File: config.mk
export PLATFORM = sky130hd
export DESIGN_NAME = ks_sub16_pipe
export DESIGN_NICKNAME = d
export VERILOG_FILES = /design/src/rtl/ks_sub16_pipe.sv
export SDC_FILE = /design/constraint.sdc
export NUM_CORES = 1
export LEC_CHECK = 0
export ABC_AREA = 1
export ABC_CLOCK_PERIOD_IN_PS = 1510
export BUFFER_PORTS_ARGS = -buffer_cell sky130_fd_sc_hd__buf_2
export CAP_MARGIN = 20
export CORE_ASPECT_RATIO = 0.5
export CORE_MARGIN = 2
export CORE_UTILIZATION = 50
export DETAILED_ROUTE_END_ITERATION = 16
export GPL_TIMING_DRIVEN = 0
export PLACE_DENSITY = 0.72
export SYNTH_ARGS = -nofsm -noshare
export SYNTH_HDL_FRONTEND = slang
export SYNTH_SLANG_ARGS = --single-unit
File: constraint.sdc
create_clock -name clk -period 1.51 [get_ports clk]
set_clock_uncertainty 0.1 [all_clocks]
set_input_delay 0.2265 -clock clk [delete_from_list [all_inputs] [get_ports clk]]
set_output_delay 0.2265 -clock clk [all_outputs]
set_load 0.05 [all_outputs]
File: src/rtl/ks_sub16_pipe.sv
// ks_sub16_pipe: two-stage Kogge-Stone subtractor, diff = a + ~b + 1.
// Valid/ready pipe with full back-pressure, borrow and overflow flags.
module ks_sub16_pipe #(
  parameter int WIDTH = 16
) (
  input  logic             clk,
  input  logic             rst_n,
  input  logic             in_valid,
  output logic             in_ready,
  input  logic [WIDTH-1:0] a,
  input  logic [WIDTH-1:0] b,
  output logic             out_valid,
  input  logic             out_ready,
  output logic [WIDTH-1:0] diff,
  output logic             bout,
  output logic             ovf
);

  typedef struct packed {
    logic [15:0] g2;
    logic [15:4] p2;
    logic [15:0] p;
    logic        a15;
    logic        b15;
  } s1_t;

  logic [15:0] w_gen;
  logic [15:0] w_g0;
  logic [15:0] w_p0;
  logic [15:0] w_g1;
  logic [15:2] w_p1;
  logic [15:0] w_g2;
  logic [15:4] w_p2;
  logic [15:0] w_g4;
  logic [15:8] w_p4;
  logic [15:0] w_c;
  logic [15:0] w_diff;
  logic        w_bout;
  logic        w_ovf;
  logic        w_out_en;
  logic        w_s1_en;
  logic        w_in_fire;
  s1_t         w_s1_d;

  s1_t         r_s1;
  logic        r_s1_valid;
  logic [15:0] r_diff;
  logic        r_bout;
  logic        r_ovf;
  logic        r_out_valid;

  // Handshake chain: a stage may load when it is empty or draining.
  always_comb begin
    w_out_en  = ~r_out_valid | out_ready;
    w_s1_en   = ~r_s1_valid | w_out_en;
    in_ready  = w_s1_en & rst_n;
    w_in_fire = in_valid & in_ready;
  end

  // Stage 1: bit generate/propagate with carry-in folded, span-1 and span-2.
  always_comb begin
    w_gen = a & ~b;
    w_p0  = a ^ ~b;
    w_g0  = {w_gen[15:1], w_gen[0] | w_p0[0]};
    w_g1  = w_g0;
    for (int i = 1; i < 16; i++)
      w_g1[i] = w_g0[i] | (w_p0[i] & w_g0[i-1]);
    w_p1 = '0;
    for (int i = 2; i < 16; i++)
      w_p1[i] = w_p0[i] & w_p0[i-1];
    w_g2 = w_g1;
    for (int i = 2; i < 16; i++)
      w_g2[i] = w_g1[i] | (w_p1[i] & w_g1[i-2]);
    w_p2 = '0;
    for (int i = 4; i < 16; i++)
      w_p2[i] = w_p1[i] & w_p1[i-2];
    w_s1_d.g2  = w_g2;
    w_s1_d.p2  = w_p2;
    w_s1_d.p   = w_p0;
    w_s1_d.a15 = a[15];
    w_s1_d.b15 = b[15];
  end

  // S1 register: valid follows the input whenever the stage advances.
  always_ff @(posedge clk or negedge rst_n) begin
    if (!rst_n) begin
      r_s1_valid <= 1'b0;
      r_s1       <= '0;
    end else begin
      if (w_s1_en) r_s1_valid <= w_in_fire;
      if (w_in_fire) r_s1 <= w_s1_d;
    end
  end

  // Stage 2: span-4 and span-8 levels, then the sum XOR and flags.
  always_comb begin
    w_g4 = r_s1.g2;
    for (int i = 4; i < 16; i++)
      w_g4[i] = r_s1.g2[i] | (r_s1.p2[i] & r_s1.g2[i-4]);
    w_p4 = '0;
    for (int i = 8; i < 16; i++)
      w_p4[i] = r_s1.p2[i] & r_s1.p2[i-4];
    w_c = w_g4;
    for (int i = 8; i < 16; i++)
      w_c[i] = w_g4[i] | (w_p4[i] & w_g4[i-8]);
    w_diff = r_s1.p ^ {w_c[14:0], 1'b1};
    w_bout = ~w_c[15];
    w_ovf  = (r_s1.a15 ^ r_s1.b15) & (w_diff[15] ^ r_s1.a15);
  end

  // Output register: loads S1 when draining; data held while stalled.
  always_ff @(posedge clk or negedge rst_n) begin
    if (!rst_n) begin
      r_out_valid <= 1'b0;
      r_diff      <= '0;
      r_bout      <= 1'b0;
      r_ovf       <= 1'b0;
    end else if (w_out_en) begin
      r_out_valid <= r_s1_valid;
      if (r_s1_valid) begin
        r_diff <= w_diff;
        r_bout <= w_bout;
        r_ovf  <= w_ovf;
      end
    end
  end

  assign out_valid = r_out_valid;
  assign diff      = r_diff;
  assign bout      = r_bout;
  assign ovf       = r_ovf;

endmodule

Word-level counts from Yosys, hierarchy flattened
Cells that the tools add are included.

word-level totals
  register bits = 66
  input bits = 36
  output and inout bits = 20

cells by class
  bitwise gates (word level) = 147
  reductions and logical operators = 1

operators with widths
  kind               count
  $and A1 B1 Y1      86
  $or A1 B1 Y1       52
  $xor A16 B16 Y16   2
  $and A16 B16 Y16   1
  $not A16 Y16       1
  $not A1 Y1         3
  $reduce_and A2 Y1  1
  $xor A1 B1 Y1      2

Logic depth before layout (Yosys ltp)
Gate-level depths: netlist of run 1.

  word-level depth = 7
  mapped depth = 9

Worst setup path before layout of run 1
OpenSTA, ideal clock, no wires.

  kind = reg-to-reg
  start = register r_out_valid, in the netlist out_valid
  end = register r_s1[19] in the netlist's numbering
  data arrival time = 1,422 ps
  data required time = 1,291 ps
  path slack = -131 ps
  cell stages (with the launch flop) = 8
  buffers on the path = 1
  clock period less this slack = 1,641 ps
  cells stage by stage = dfrtp_1 nand3_2 nand2_1 inv_2 nand2_4 inv_4 buf_6 o21ai_2

on the way
  longest elaborated chain between the ends = 5

ends and longest elaborated chain
  element                   line  source
  start: declaration        50    logic r_out_valid;
  start signal: assignment  119   r_out_valid <= r_s1_valid;
  $not A1 Y1                54    w_out_en = ~r_out_valid | out_ready;
  $or A1 B1 Y1              54
  $or A1 B1 Y1              55    w_s1_en = ~r_s1_valid | w_out_en;
  $and A1 B1 Y1             56    in_ready = w_s1_en & rst_n;
  via in_ready              9     output logic in_ready,
  $and A1 B1 Y1             57    w_in_fire = in_valid & in_ready;
  end signal: assignment    91    if (w_in_fire) r_s1 <= w_s1_d;
  end: declaration          45    s1_t r_s1;

The timed path passes the listed nets, and every way through them passes these cells.
A chain may end at the register's enable or synchronous reset.

Final worst setup path of run 1
  start = register r_out_valid, in the netlist out_valid
  end = output in_ready

on the way
  longest elaborated chain between the ends = 4

ends and longest elaborated chain
  element           line
  $not A1 Y1        54
  $or A1 B1 Y1      54
  $or A1 B1 Y1      55
  $and A1 B1 Y1     56
  end: declaration  9

Every way passes these cells.

==> run summary, run 1 <==
first-pass GRT wire length - 12.8 mm
power density cells - 1490 nW/um2
Die W - 120 um
final net count - 507
CTS tree - done
fmax - 688 MHz
Hold Slack - -269 ps
CTS Buf Count - 9
share of layout cells above drive strength 1 - 0.233
gr usage total - 0.232
status - complete, but fails checks
GPL Wtd Cong - 0.838
drt drc - 0
CP max stage delay - 420 ps
synthesized instance count - 389
# diodes - 0
Required @ worst endpoint - 1180 ps
crit path cell chain - nand3_2, nand2_2, inv_4, buf_8
worst rel slew slack - 0.663
Crit path arrival time - 1130 ps
via/cell ratio - 5.05
Bufs and invs on worst path - 2
Place WS - -464 ps
die area - 7440 um2
WL/cell - 14.4 um
design area - 4060 um2
Top Family by Delay on Critical Path - flip-flops
clock tree sinks - 66
GR Overflow Total - 0
final antenna-violating net count - 0
Yosys warnings - 0
Cell Area, Placed - 3760 um2
Layout area overhead - 20.6%
TNS Setup - 0 ps
Worst setup EP type - output pin
top post-synthesis cells by area - dfrtp_1, nand2_1, ha_1, inv_1, o21ai_0
Detail Placement HPWL - 5.69 mm
Initial Util - 0.510
Synth Register Bits - 66
max-cap viol count - 0
failing checks - negative hold slack
Clock Latency Late Sink - 330 ps
mapped cell area - 3360 um2
HP Class - primary input to asynchronous set/reset pin
Avg Cell Area, Syn - 8.65 um2
post-layout min period - 1450 ps
Core Box Area - 6600 um2
Yosys top cell by area - dfrtp_1
type of the worst setup path - flip-flop to output pin
post-synthesis sequential area ratio - 0.491
CP max stage cell - dfrtp_2
clock tree buffer depth - 2
Slew Limit Fails - 0
top cell type's share of synthesized area - 0.491
largest net degree at the start of global routing - 68
endpoints failing setup - 0
post-layout util - 0.615
maximum vdd drop - 0.529 mV
initial DRC count - 266
CTS clk-pin slew, worst paths - 50 ps
most frequent cells in the layout - nand2_1, dfrtp_1, buf_2
H-Tree Depth - 3
Die H - 62.0 um
CTS root buffer - clkbuf_16
Crit Path Max Fanout - 3
Syn Nets - 441
initial antenna violation count - 0
Port Buffers - 55
first-pass iteration count of the detailed router - 4
post-synth cell types - 27
Post-CTS Setup Bufs - 0
Pleak - 2.15 nW
Final WS setup - 55.9 ps
vias in the first global route - 2,550
io pins - 56
final hold violations - 66
Slew @ Worst Pin - 505 ps
Tcrit/Tclk final - 0.963
Startpoint Class - flip-flop
routed vias - 2,789
cell row count - 21
wirelength, routed - 7.95 mm
commonest non-fill, non-tap cell in the layout - nand2_1
==> repair_timing <==
| action | 4_1_cts | 5_1_grt |
|---|---|---|
| resized for setup | 4 | 2 |
| pin swaps | 0 | 0 |
| endpoints found under the setup margin | 47 | 1 |
| gates cloned | 0 | 0 |
| hold endpoints to repair | 66 | 66 |
==> registers in the layout, indices dropped and copies added, names as in the netlist <==
signal,flops
ovf,1
r_s1,46
diff,16
r_s1_valid,1
out_valid,1
bout,1
==> layout make-up <==
class                           instances  area [um2]
Buffer                                 11        97.6
Clock buffer                           13         260
Clock inverter                          3        15.0
Fill cell                             581        2540
Inverter                               51         196
Multi-Input combinational cell        261        1420
Sequential cell                        66        1650
Tap cell                               92         115
Timing Repair Buffer                   55         295
==> cell families (layout without fill, tap and decap cells) <==
family	Yosys count	in the layout	synth area share
and+or+nand+nor	152	152	0.183
buffers and inverters	62	133	0.0867
adders and majority gates	16	16	0.0595
xor gates and xnor gates	8	8	0.0208
AOI/OAI and AO/OA	85	85	0.159
DFF	66	66	0.491
==> Yosys cell counts <==
library cell and count:
nand2_1 122, dfrtp_1 66, inv_1 48, o21ai_0 33, o21ai_2 18, nand3_1 17
a21oi_1 16, ha_1 16, o31ai_1 10, buf_6 6, nor2_1 6, xnor2_1 4
xor2_1 4, a31oi_1 3, buf_2 3, a21boi_0 2, buf_4 2, inv_2 2
nor3_1 2, o21bai_1 2, a21o_1 1, inv_4 1, nand2_2 1, nand2_4 1
nand3_2 1, nand4_1 1, or2_2 1
==> stage by stage <==
step,std cells,power (mW)
CTS,552,6.08
floorplan,389,3.67
global route,552,6.38
detailed placement,536,4.15
global placement,536,4.12
finish,552,6.06
==> worst reg2reg max path, cell delays in order (launching register included) <==
cell and delay (ps):
dfrtp_1 420, nand2_1 110, nand2_1 100, a21oi_1 350, or2_2 180, nand3_1 60
nand2_1 70
==> report_power, final <==
group,internal (mW),switching [mW]
Clock,1.19,0.728
Combinational,0.525,1.30
Sequential,2.12,0.191
Total,3.84,2.22
==> layer usage <==
layer  GRT usage  vias to the layer above  wire (um)
met1       0.322                     1305       3830
met5           0                        -          0
li1            -                     1395          -
met4      0.0622                        0         95
met3      0.0693                        9        527
met2       0.362                       80       3500
==> final timing paths <==
check                      startpoint   endpoint  slack (ps)  depth (start not counted)
max in group asynchronous       rst_n  out_valid        1180                          1
hold / removal                  rst_n    diff[9]        -270                          1
hold reg to reg               diff[3]    diff[3]         380                          2
min in group clk                a[15]    r_s1[1]          30                          3
setup / recovery            out_valid   in_ready          60                          4
setup reg to reg             r_s1[33]   diff[12]          80                          6
Note: power is estimated with default switching activity, not from simulation.
==> run 2: changes to the inputs <==
--- a/config.mk
+++ b/config.mk
@@ -15,6 +15,7 @@
 export DETAILED_ROUTE_END_ITERATION = 16
 export GPL_TIMING_DRIVEN = 0
 export PLACE_DENSITY = 0.72
+export SETUP_SLACK_MARGIN = 0.2
 export SYNTH_ARGS = -nofsm -noshare
 export SYNTH_HDL_FRONTEND = slang
 export SYNTH_SLANG_ARGS = --single-unit
==> run summary, run 2 (synthesized netlist as in run 1, its figures left out) <==
status - complete, but fails checks
failing checks - negative hold slack
Crit Path Max Fanout - 6
vias in the first global route - 2,695
clock tree buffer depth - 2
endpoints failing setup - 0
Post-Layout Cell Count - 569
cell row count - 21
Clock Latency Late Sink - 330 ps
worst rel slew slack - 0.664
fmax - 672 MHz
Largest register FFs - 46
most frequent cells in the layout - nand2_1, dfrtp_1, buf_2
# diodes - 0
Layout area overhead - 35.2%
CTS clk-pin slew, worst paths - 50 ps
Tcrit/Tclk final - 0.985
Detail Placement HPWL - 5.72 mm
CTS tree - done
Port Buffers - 55
max-cap viol count - 0
Die W - 120 um
die area - 7440 um2
Die H - 62.0 um
H-Tree Depth - 3
GPL Wtd Cong - 0.838
drt drc - 0
Slew Limit Fails - 0
HP Class - primary input to asynchronous set/reset pin
WL/cell - 15.7 um
largest net degree at the start of global routing - 68
Crit Reg-Reg Startpoint - r_s1_valid
post-layout util - 0.689
Worst setup EP type - flip-flop
first-pass GRT wire length - 13.7 mm
wirelength, routed - 8.96 mm
GR Overflow Total - 0
share of layout cells above drive strength 1 - 0.319
commonest non-fill, non-tap cell in the layout - nand2_1
power after layout - 6.53 mW
placed insts - 536
Pleak - 2.36 nW
io pins - 56
Required @ worst endpoint - 1630 ps
Core Box Area - 6600 um2
Crit path arrival time - 1610 ps
type of the worst setup path - flip-flop to flip-flop
final hold violations - 66
Hold Slack - -277 ps
RSZ-0062 raised after global routing - yes
via/cell ratio - 5.17
Most flops, register - r_s1
first-pass iteration count of the detailed router - 5
TNS Setup - 0 ps
final net count - 524
gr usage total - 0.251
maximum vdd drop - 0.733 mV
routed vias - 2,940
power density cells - 1440 nW/um2
CP startpoint - r_s1_valid
Initial Util - 0.510
final antenna-violating net count - 0
post-layout min period - 1490 ps
CTS Buf Count - 9
Startpoint Class - flip-flop
CTS root buffer - clkbuf_16
Place WS - -380 ps
Slew @ Worst Pin - 504 ps
Final WS setup - 21.9 ps
initial antenna violation count - 0
clock tree sinks - 66
initial DRC count - 261
==> run 2: changes by cell type in the layout (fill, tap and decap cells not counted), moves of 7 or more <==
| cell | previous run | this run |
|---|---|---|
| buf_4 | 2 | 11 |
| buf_2 | 56 | 49 |
| o31ai_2 | 0 | 7 |
| nand2_1 | 121 | 102 |
| o31ai_1 | 10 | 3 |
| nand2_2 | 2 | 15 |
| o21ai_1 | 0 | 10 |
| o21ai_0 | 33 | 23 |
==> run 2: worst paths after layout <==
path	end	slack (ps)	depth (start not counted)
worst max-delay path	r_s1[12]	20	10
worst min-delay path	diff[13]	-280	1
worst max register to register	r_s1[12]	20	10
worst min register to register	diff[12]	370	2
max in group asynchronous	out_valid	1170	1
min in group clk	r_s1[1]	20	3
==> run 2: power breakdown <==
group / switching, mW / internal [mW]
registers: 0.204 / 2.12
clock network: 0.729 / 1.37
logic: 1.43 / 0.685
total: 2.36 / 4.17
==> run 2: stage by stage <==
| step | hold WS (ps) | area [um2] |
|---|---|---|
| floorplan | -169 | 3400 |
| global placement | 359 | 3790 |
| detailed placement | 281 | 3800 |
| CTS | -240 | 4400 |
| global route | -223 | 4550 |
| finish | -277 | 4550 |
==> run 2: metal layers <==
layer / wire length [um] / global-route usage / vias to the layer above
li1: - / - / 1438
met1: 4170 / 0.327 / 1379
met2: 4090 / 0.425 / 109
met3: 575 / 0.0639 / 14
met4: 128 / 0.0773 / 0
met5: 0 / 0 / -
==> run 2: critical path: stages, from the launching register on <==
cell and delay (ps):
dfrtp_1 370, nand3_2 90, nand2_2 110, inv_6 50, buf_12 120, nand2_8 100, inv_12 50, buf_8 130
buf_16 140, nand2_1 70, o21ai_2 50
==> run 2: area by class of cell <==
type	count	area [um2]
multi-input cells	262	1580
clock buffers	14	264
fillers	506	2050
well taps	92	115
repair buffers	71	534
inverters	51	216
clock inverters	2	35.0
plain buffers	11	145
flip-flops and latches	66	1650
==> run 2: repair_timing <==
item                                    4_1_cts  5_1_grt
gates resized for setup                      38       36
endpoints found under the setup margin       66       70
endpoints found under the hold margin        66       66
buffers inserted                             11        1
pin swaps                                     2        4
cloned                                        3        2
